## src/rtl/alu_seq_ctrl.sv

```systemverilog
// Multi-cycle fetch/decode/execute/memory/writeback sequencer for the RISC-V ALU.
// It owns the PC and the instruction register, and it drives the imem/dmem handshakes and the register-file write strobe.
module alu_seq_ctrl #(
  parameter int               WIDTH    = 32,
  parameter logic [WIDTH-1:0] RESET_PC = '0,
  parameter int               TIMEOUT  = 16
) (
  input  logic             clk,
  input  logic             rst,
  input  logic [31:0]      instr,
  input  logic             imem_ack,
  input  logic             dmem_ack,
  input  logic [WIDTH-1:0] alu_rd,
  output logic [WIDTH-1:0] pc,
  output logic [WIDTH-1:0] alu_pc,
  output logic             imem_req,
  output logic             dmem_req,
  output logic             dmem_we,
  output logic [6:0]       opcode,
  output logic [2:0]       funct3,
  output logic [6:0]       funct7,
  output logic [11:0]      imm,
  output logic [4:0]       shamt,
  output logic [4:0]       rs1_addr,
  output logic [4:0]       rs2_addr,
  output logic [4:0]       rd_addr,
  output logic             rf_we,
  output logic             retire,
  output logic             illegal,
  output logic             bus_err,
  output logic             misalign,
  output logic [2:0]       fsm_state
);

  localparam int               CW      = $clog2(TIMEOUT + 1);
  localparam logic [CW-1:0]    TO_LAST = CW'(TIMEOUT - 1);
  localparam logic [WIDTH-1:0] FOUR    = WIDTH'(4);

  localparam logic [6:0] OP_R      = 7'b0110011;
  localparam logic [6:0] OP_I      = 7'b0010011;
  localparam logic [6:0] OP_BRANCH = 7'b1100011;
  localparam logic [6:0] OP_LOAD   = 7'b0000011;
  localparam logic [6:0] OP_STORE  = 7'b0100011;
  localparam logic [6:0] OP_JAL    = 7'b1101111;

  typedef enum logic [2:0] {
    S_FETCH  = 3'd0,
    S_DECODE = 3'd1,
    S_EXEC   = 3'd2,
    S_MEM    = 3'd3,
    S_WB     = 3'd4
  } state_t;

  state_t           state, state_nxt;
  logic [31:0]      ir;
  logic [CW-1:0]    tcount;
  logic [WIDTH-1:0] pc_nxt, pc_plus4, btarget, jtarget;
  logic             rf_we_nxt, retire_nxt, illegal_nxt, bus_err_nxt, misalign_nxt;
  logic             is_branch, is_load, is_store, is_jal, legal;
  logic             req_wait, timed_out, fetch_done, mem_done, fetch_to;
  logic             unused_alu_bits;

  function automatic logic [11:0] imm_of(input logic [31:0] w);
    case (w[6:0])
      OP_I, OP_LOAD: imm_of = w[31:20];
      OP_STORE:      imm_of = {w[31:25], w[11:7]};
      default:       imm_of = '0;
    endcase
  endfunction

  assign opcode    = ir[6:0];
  assign funct3    = ir[14:12];
  assign funct7    = ir[31:25];
  assign shamt     = ir[24:20];
  assign rs1_addr  = ir[19:15];
  assign rs2_addr  = ir[24:20];
  assign rd_addr   = ir[11:7];
  assign fsm_state = state;

  assign unused_alu_bits = ^alu_rd[WIDTH-1:1];

  assign is_branch = (ir[6:0] == OP_BRANCH);
  assign is_load   = (ir[6:0] == OP_LOAD);
  assign is_store  = (ir[6:0] == OP_STORE);
  assign is_jal    = (ir[6:0] == OP_JAL);
  assign legal     = (ir[6:0] == OP_R) || (ir[6:0] == OP_I) || is_branch ||
                     is_load || is_store || is_jal;

  assign pc_plus4 = pc + FOUR;
  assign btarget  = pc + {{(WIDTH-13){ir[31]}}, ir[31], ir[7], ir[30:25], ir[11:8], 1'b0};
  assign jtarget  = pc + {{(WIDTH-21){ir[31]}}, ir[31], ir[19:12], ir[20], ir[30:21], 1'b0};

  // Handshake: a request is held high until the one-cycle ack. An ack counts only
  // in the requesting state while req is high. If the ack arrives on the same
  // cycle as the timeout, the ack wins.
  assign fetch_done = (state == S_FETCH) && imem_req && imem_ack;
  assign mem_done   = (state == S_MEM) && dmem_req && dmem_ack;
  assign req_wait   = ((state == S_FETCH) && imem_req && !imem_ack) ||
                      ((state == S_MEM) && dmem_req && !dmem_ack);
  assign timed_out  = req_wait && (tcount == TO_LAST);
  assign fetch_to   = timed_out && (state == S_FETCH);

  always_ff @(posedge clk) begin
    if (rst) state <= S_FETCH;
    else     state <= state_nxt;
  end

  // Pulses are registered on the edge where the decision is made. WB effects are
  // issued on entry to WB, so rf_we lines up with the pre-jump pc and alu_pc.
  always_comb begin
    state_nxt    = state;
    pc_nxt       = pc;
    retire_nxt   = 1'b0;
    illegal_nxt  = 1'b0;
    bus_err_nxt  = 1'b0;
    misalign_nxt = 1'b0;
    case (state)
      S_FETCH: begin
        if (fetch_done)     state_nxt   = S_DECODE;
        else if (timed_out) bus_err_nxt = 1'b1;
      end
      S_DECODE: begin
        if (legal) begin
          state_nxt = S_EXEC;
        end else begin
          illegal_nxt = 1'b1;
          pc_nxt      = pc_plus4;
          state_nxt   = S_FETCH;
        end
      end
      S_EXEC: begin
        if (is_branch) begin
          retire_nxt = 1'b1;
          state_nxt  = S_FETCH;
          pc_nxt     = pc_plus4;
          if (alu_rd[0]) begin
            if (btarget[1:0] != 2'b00) misalign_nxt = 1'b1;
            else                       pc_nxt       = btarget;
          end
        end else if (is_load || is_store) begin
          state_nxt = S_MEM;
        end else begin
          state_nxt    = S_WB;
          retire_nxt   = 1'b1;
          misalign_nxt = is_jal && (jtarget[1:0] != 2'b00);
        end
      end
      S_MEM: begin
        if (mem_done) begin
          retire_nxt = 1'b1;
          if (is_store) begin
            pc_nxt    = pc_plus4;
            state_nxt = S_FETCH;
          end else begin
            state_nxt = S_WB;
          end
        end else if (timed_out) begin
          bus_err_nxt = 1'b1;
          pc_nxt      = pc_plus4;
          state_nxt   = S_FETCH;
        end
      end
      S_WB: begin
        state_nxt = S_FETCH;
        pc_nxt    = (is_jal && (jtarget[1:0] == 2'b00)) ? jtarget : pc_plus4;
      end
      default: state_nxt = S_FETCH;
    endcase
    rf_we_nxt = (state_nxt == S_WB) && (ir[11:7] != 5'd0);
  end

  always_ff @(posedge clk) begin
    if (rst) begin
      pc       <= RESET_PC;
      alu_pc   <= RESET_PC + FOUR;
      ir       <= '0;
      imm      <= '0;
      tcount   <= '0;
      imem_req <= 1'b0;
      dmem_req <= 1'b0;
      dmem_we  <= 1'b0;
      rf_we    <= 1'b0;
      retire   <= 1'b0;
      illegal  <= 1'b0;
      bus_err  <= 1'b0;
      misalign <= 1'b0;
    end else begin
      pc       <= pc_nxt;
      alu_pc   <= pc_nxt + FOUR;
      if (fetch_done) begin
        ir  <= instr;
        imm <= imm_of(instr);
      end
      tcount   <= (req_wait && !timed_out) ? tcount + 1'b1 : '0;
      imem_req <= (state_nxt == S_FETCH) && !fetch_to;
      dmem_req <= (state_nxt == S_MEM);
      dmem_we  <= (state_nxt == S_MEM) && is_store;
      rf_we    <= rf_we_nxt;
      retire   <= retire_nxt;
      illegal  <= illegal_nxt;
      bus_err  <= bus_err_nxt;
      misalign <= misalign_nxt;
    end
  end

endmodule
```

## config.mk

```make
export PLATFORM = sky130hd
export DESIGN_NAME = alu_seq_ctrl
export DESIGN_NICKNAME = d
export VERILOG_FILES = /design/src/rtl/alu_seq_ctrl.sv
export SDC_FILE = /design/constraint.sdc
export NUM_CORES = 1
export LEC_CHECK = 0
export ABC_CLOCK_PERIOD_IN_PS = 6090
export BUFFER_PORTS_ARGS = -buffer_cell sky130_fd_sc_hd__buf_2
export CAP_MARGIN = 20
export CORE_MARGIN = 5
export CORE_UTILIZATION = 57
export DETAILED_ROUTE_END_ITERATION = 10
export GPL_TIMING_DRIVEN = 0
export PLACE_DENSITY_LB_ADDON = 0.25
export SYNTH_ARGS = -nofsm -noshare
export SYNTH_HDL_FRONTEND = slang
export SYNTH_SLANG_ARGS = --single-unit
```

## constraint.sdc

```tcl
create_clock -name clk -period 6.09 [get_ports clk]
set_input_delay 0.3045 -clock clk [delete_from_list [all_inputs] [get_ports clk]]
set_output_delay 0.3045 -clock clk [all_outputs]
set_load 0.02 [all_outputs]
```

=== Yosys cells after proc, flatten, opt, wreduce, memory -nomap -nowiden ===
Index checks and enable logic that the tools add are counted.

* Memory bits (writable): 0
* Flip-flop bits (word level): 124
* Output and inout bits: 124
* Word-level logic and storage cells: 104
* Latch bits: 0
* Memories kept: 0
* Input bits: 68
* Memory bits (read-only): 0

* Multiplexer cells: 31
* Multiply operators: 0
* Eq/ne operators: 16
* Shift-type cells: 0
* $lt $le $gt $ge: 0
* Add/sub/neg operators: 5
* Bitwise operators: 3
* Reductions and logical operators: 35
* Divide/modulo/power cells: 0

{| class="wikitable"
|+ Operator list
! operator !! number
|-
| 32-bit two-way mux || 8
|-
| 32-bit case mux with 4 select lines || 1
|-
| 32-bit by 3-bit adder with 32-bit output (second input constant) || 2
|-
| 32-bit adder || 2
|-
| 12-bit case mux with 2 select lines || 1
|-
| 7-bit by 6-bit == test with 1-bit output (second input constant) || 3
|-
| 3-bit two-way mux || 6
|-
| 7-bit by 2-bit == test with 1-bit output (second input constant) || 2
|-
| 7-bit by 5-bit == test with 1-bit output (second input constant) || 2
|-
| 7-bit == test (second input constant) || 2
|-
| 1-bit logical AND || 14
|-
| 3-bit case mux with 4 select lines || 1
|-
| 1-bit two-way mux || 11
|-
| 3-bit by 2-bit == test with 1-bit output (second input constant) || 3
|-
| 2-bit OR reduction || 4
|-
| 1-bit logical OR || 7
|-
| 3-bit == test (second input constant) || 2
|-
| 3-bit zero test || 2
|-
| 5-bit by 1-bit adder with 5-bit output (second input constant) || 1
|-
| 5-bit by 4-bit == test with 1-bit output (second input constant) || 1
|-
| 5-bit nonzero test || 1
|-
| 1-bit zero test || 4
|-
| 1-bit case mux with 2 select lines || 2
|-
| 2-bit nonzero test || 2
|-
| other kinds (4) || 6
|}

=== Longest topological paths before layout ===
* Depth after elaboration: 10
* Depth in mapped cells: 18
* Gate-level depth less buffers: 14

=== Worst setup path before layout ===
No wires, ideal clock.

* Kind: reg-to-reg
* From: reg pc[2]
* To: reg alu_pc[27]
* Stages on the path, launching flop included: 16
* Path slack: 1618 ps
* Path buffers: 2
* Arrival: 4349 ps
* Data required time: 5967 ps
* Clock period less this slack: 4472 ps
* Library setup time: 123 ps
* Cells stage by stage: dfxtp_1 -> inv_1 -> fa_1 -> nor2b_1 -> o2111ai_1 -> a211oi_1 -> nor4_1 -> o41a_1 -> a22o_1 -> o211a_2 -> or4_1 -> buf_2 -> or3_1 -> buf_6 -> nor3_1 -> mux2_1

* Cells in the longest elaborated chain, start to end: 6
* Elaborated cells on any way between the ends: 13
* Classes of those cells: add/sub: 4; mux: 9

{| class="wikitable"
|+ Ends and longest elaborated chain
! what !! line !! RTL
|-
| from (decl) || 14 || <nowiki>output logic [WIDTH-1:0] pc,</nowiki>
|-
| from (signal assigned) || 188 || <nowiki>pc <= pc_nxt;</nowiki>
|-
| 32-bit adder or 32-bit by 3-bit adder with 32-bit output (tied branches) || 90, 89 ||
|-
| 32-bit two-way mux || 137 || <nowiki>if (btarget[1:0] != 2'b00) misalign_nxt = 1'b1;</nowiki>
|-
| 32-bit two-way mux || 136 || <nowiki>if (alu_rd[0]) begin</nowiki>
|-
| 32-bit two-way mux || 132 || <nowiki>if (is_branch) begin</nowiki>
|-
| 32-bit case mux with 4 select lines * || 117 || <nowiki>case (state)</nowiki>
|-
| 32-bit by 3-bit adder with 32-bit output * || 189 || <nowiki>alu_pc <= pc_nxt + FOUR;</nowiki>
|-
| to (signal assigned) || 175 || <nowiki>alu_pc <= RESET_PC + FOUR;</nowiki>
|-
| to (signal assigned) || 189 ||
|-
| to (decl) || 15 || <nowiki>output logic [WIDTH-1:0] alu_pc,</nowiki>
|}

Every way passes the cells marked *; elsewhere a longest branch is shown, timed or not.
A chain may end at the register's enable or synchronous reset.

==> results.tsv <==
stage	metric	value	unit
outcome	status	completed	
sta	Fin. Hold Viols	0	
synthesis	Cells after Synth	1292	
clocking	TritonCTS Sinks	121	
sta	Final min period	5.08	ns
sta	maximum clock frequency	0.197	GHz
power_and_ir_drop	register share of total power	38.2	%
die	IO Count	192	
sta	Max transition margin	29.3	%
power_and_ir_drop	Sw Share	31.1	%
cells_and_area	layout cell share with drive strength beyond 1	16.8	%
die	Std-Cell Rows	47	
synthesis	top post-synthesis cells by area	dfxtp_1 25%, a21oi_1 6.8%, ha_1 6.3%, nand2_1 6.2%, nor2_1 4.0%	
clocking	Worst-path clk slew	0.07	ns
placed_design	dpl cells	1672	
placed_design	Final GP Congestion	0.981	
synthesis	area of the mapped netlist	9590	um2
global_routing	largest net degree at the start of global routing	23	
synthesis	Avg Cell Area, Syn	7.43	um2
sta	Fin Hold WS	0.112	ns
synthesis	Post-synth EDFFs	0	
detailed_routing	DRC errors left	0	
worst_setup_path	crit start category	register	
placed_design	Placement Cell Area	10700	um2
cells_and_area	Ant. Diodes	0	
worst_setup_path	R2R Path End	alu_pc[29]$_SDFF_PP0_	
clocking	clk_lat worst skew	0.42	ns
synthesis	synth warn	0	
placed_design	Port-buffer cells	158	
clocking	hold_buf cts	0	
detailed_routing	drt total wl	36400	um
worst_setup_path	crit path max fanout	10	
synthesis	Synth Area in XOR/XNOR	4.47	%
clocking	htree depth	4	
worst_hold_path	hold wc startpoint	instr[14]	
synthesis	Post-synth top flop	dfxtp_1	
die	Die Span Y	140	um
synthesis	count leader, synth	nand2_1	
power_and_ir_drop	worst vdd ir	0.176	mV
synthesis	Synth Area in Simple Gates	29.0	%
synthesis	number of synthesized register bits	121	
worst_setup_path	Worst Reg2Reg Path Length in Cells	12	
global_routing	grt total ovfl	0	
power_and_ir_drop	clock power share	45.9	%
clocking	Max Buffers Root-to-Sink	2	
worst_setup_path	Critical Path RT	6.39	ns
synthesis	Yosys top cell by area	dfxtp_1	
clocking	setup bufs post-CTS	0	
clocking	total CTS buffers	17	
global_routing	first-pass GRT wire length	55900	um
global_routing	GRT Resource Usage Total	35.5	%
power_and_ir_drop	total power	2.26	mW
detailed_routing	Detailed Routing Iterations Pass 1	8	
synthesis	adder-cell share of the synthesized area	6.78	%
placed_design	hpwl dp	28200	um
cells_and_area	area grow syn2layout	17.4	%
placed_design	Place WS	1.13	ns
power_and_ir_drop	Net Sw Power	705	uW
synthesis	complex-gate fraction of the synthesized area	28.7	%
sta	Tightest Pin Transition	1.06	ns
cells_and_area	nets@finish	1590	
die	Die Wd	140	um
sta	Slew Limit Fails	0	
detailed_routing	starting DRC count in detailed routing	1305	
power_and_ir_drop	Comb pwr share	15.9	%
power_and_ir_drop	pwr dens	201	nW/um2
cells_and_area	fin cells	1705	
sta	Final setup viols	0	
sta	setup tns final	0	ns
synthesis	Yosys top cell area share	25.2	%
sta	Final period util	83.4	%
detailed_routing	routed len/inst	21.4	um
worst_setup_path	FF-to-FF setup slack	1.01	ns
sta	worst setup margin	1.01	ns
worst_setup_path	crit path capture type	register	
synthesis	Netlist cell types	88	
die	area of the core	16500	um2
cells_and_area	Util after Layout	68.2	%
clocking	post_cts resized	0	
flow_run	# Max-Cap Violations	0	
die	initial core utilization	58.1	%
clocking	CTS tree	yes	
worst_hold_path	hold depth	3	
detailed_routing	via count	11300	
sta	clock skew	0.0126	ns
power_and_ir_drop	Int Power	1.56	mW
worst_setup_path	Critical Path AT	5.38	ns
synthesis	Async SR Flop Fraction	0	%
cells_and_area	cell area after layout	11300	um2
die	Die ar.	19500	um2
worst_setup_path	CP Class	register to register	
detailed_routing	Vias/cell	6.60	
synthesis	main combinational cell family by area after synthesis	simple AND/OR/NAND/NOR gates	
synthesis	sequential fraction of the synthesis area	25.2	%
power_and_ir_drop	leakage	4.62	nW
sta	RSZ-0062 raised after global routing	false	
worst_hold_path	Min-Delay Path Class	input pin to register	
global_routing	vias in the first global route	10500	
global_routing	antenna violations before repair	0	
synthesis	post-synthesis mux area share	0.548	%
worst_hold_path	worst hold endpoint	ir[14]$_SDFFE_PP0P_	
detailed_routing	Routed Antenna Nets	0	
synthesis	Synth top cells by count	158 x nand2_1, 130 x a21oi_1, 121 x dfxtp_1, 102 x nor2_1, 68 x o21ai_0	
clocking	Root Driver	clkbuf_16	
## cell families (layout without fill, tap and decap cells)
kind of cell / after synthesis / count (layout)
AOI/OAI and AO/OA: 415 / 415
and+or+nand+nor: 543 / 543
xor gates and xnor gates: 49 / 49
other: 1 / 2
DFF: 121 / 121
buffers and inverters: 107 / 299
muxes: 5 / 5
adders and majority gates: 51 / 51
## critical path: stages, from the launching register on
cell and delay (ns):
dfxtp_1 0.46, ha_1 0.30, nand4b_1 0.28, nor3_2 0.72, clkbuf_1 0.61, clkbuf_1 0.57
nand3b_1 0.24, a31oi_1 0.41, o31ai_1 0.17, or4_4 0.44, buf_6 0.15, nor4_4 0.27
mux2_1 0.34
## power groups by stage
stage	combinational (mW)	clock (mW)	sequential [mW]
3_3_place_gp	0.345	0	0.880
2_1_floorplan	0.200	0	0.904
6_report	0.361	1.04	0.865
4_1_cts	0.353	1.04	0.863
5_1_grt	0.389	1.08	0.867
3_5_place_dp	0.350	0	0.880
## cell usage in the layout (no fill, tap or decap), drive strengths merged, types with 24 or more instances in the layout
cell / Yosys / layout
nor3: 41 / 41
a21o: 25 / 25
ha: 48 / 48
a21oi: 130 / 130
buf: 27 / 187
dfxtp: 121 / 121
inv: 19 / 24
nor2: 102 / 102
clkbuf: 61 / 79
o21ai: 68 / 68
xnor2: 29 / 29
nand3: 55 / 55
nand2: 160 / 160
a31oi: 24 / 24
## registers in the layout, indices dropped and copies added, names as in the netlist, named ones only
name       count
rf_we          1
dmem_we        1
alu_pc        30
retire         1
dmem_req       1
pc            30
tcount         5
bus_err        1
misalign       1
fsm_state      3
imm           12
illegal        1
imem_req       1
ir            32
## final cells by class
type                    instances  area [um2]
flip-flops and latches        121        2420
plain buffers                  88         428
repair buffers                160         801
fillers                      1476        5260
inverters                      19        71.3
multi-input cells            1065        6680
well taps                     220         275
clock buffers                  18         429
clock inverters                14         165
## per-layer routing
layer | part of all wire [%] | track usage (%) | up-vias
met4 | 6.4 | 20.9 | 0
met5 | 0 | 0 | -
met1 | 38 | 41.9 | 5257
li1 | - | - | 5184
met3 | 9.0 | 7.20 | 157
met2 | 47 | 59.7 | 655
## worst max-delay path by stage
stage / startpoint / cells past startpoint / slack, ns / endpoint
floorplan: pc[2]$_SDFF_PP0_ / 15 / 1.62 / alu_pc[27]$_SDFF_PP0_
global placement: pc[9]$_SDFF_PP0_ / 16 / 1.14 / alu_pc[27]$_SDFF_PP0_
detailed placement: pc[9]$_SDFF_PP0_ / 16 / 1.13 / alu_pc[27]$_SDFF_PP0_
CTS: pc[9]$_SDFF_PP0_ / 16 / 1.11 / alu_pc[27]$_SDFF_PP0_
global route: ir[31]$_SDFFE_PP0P_ / 13 / 0.82 / alu_pc[29]$_SDFF_PP0_
finish: register / 12 / 1.01 / alu_pc[29]$_SDFF_PP0_
No activity file was read; power rests on OpenSTA's default activity.
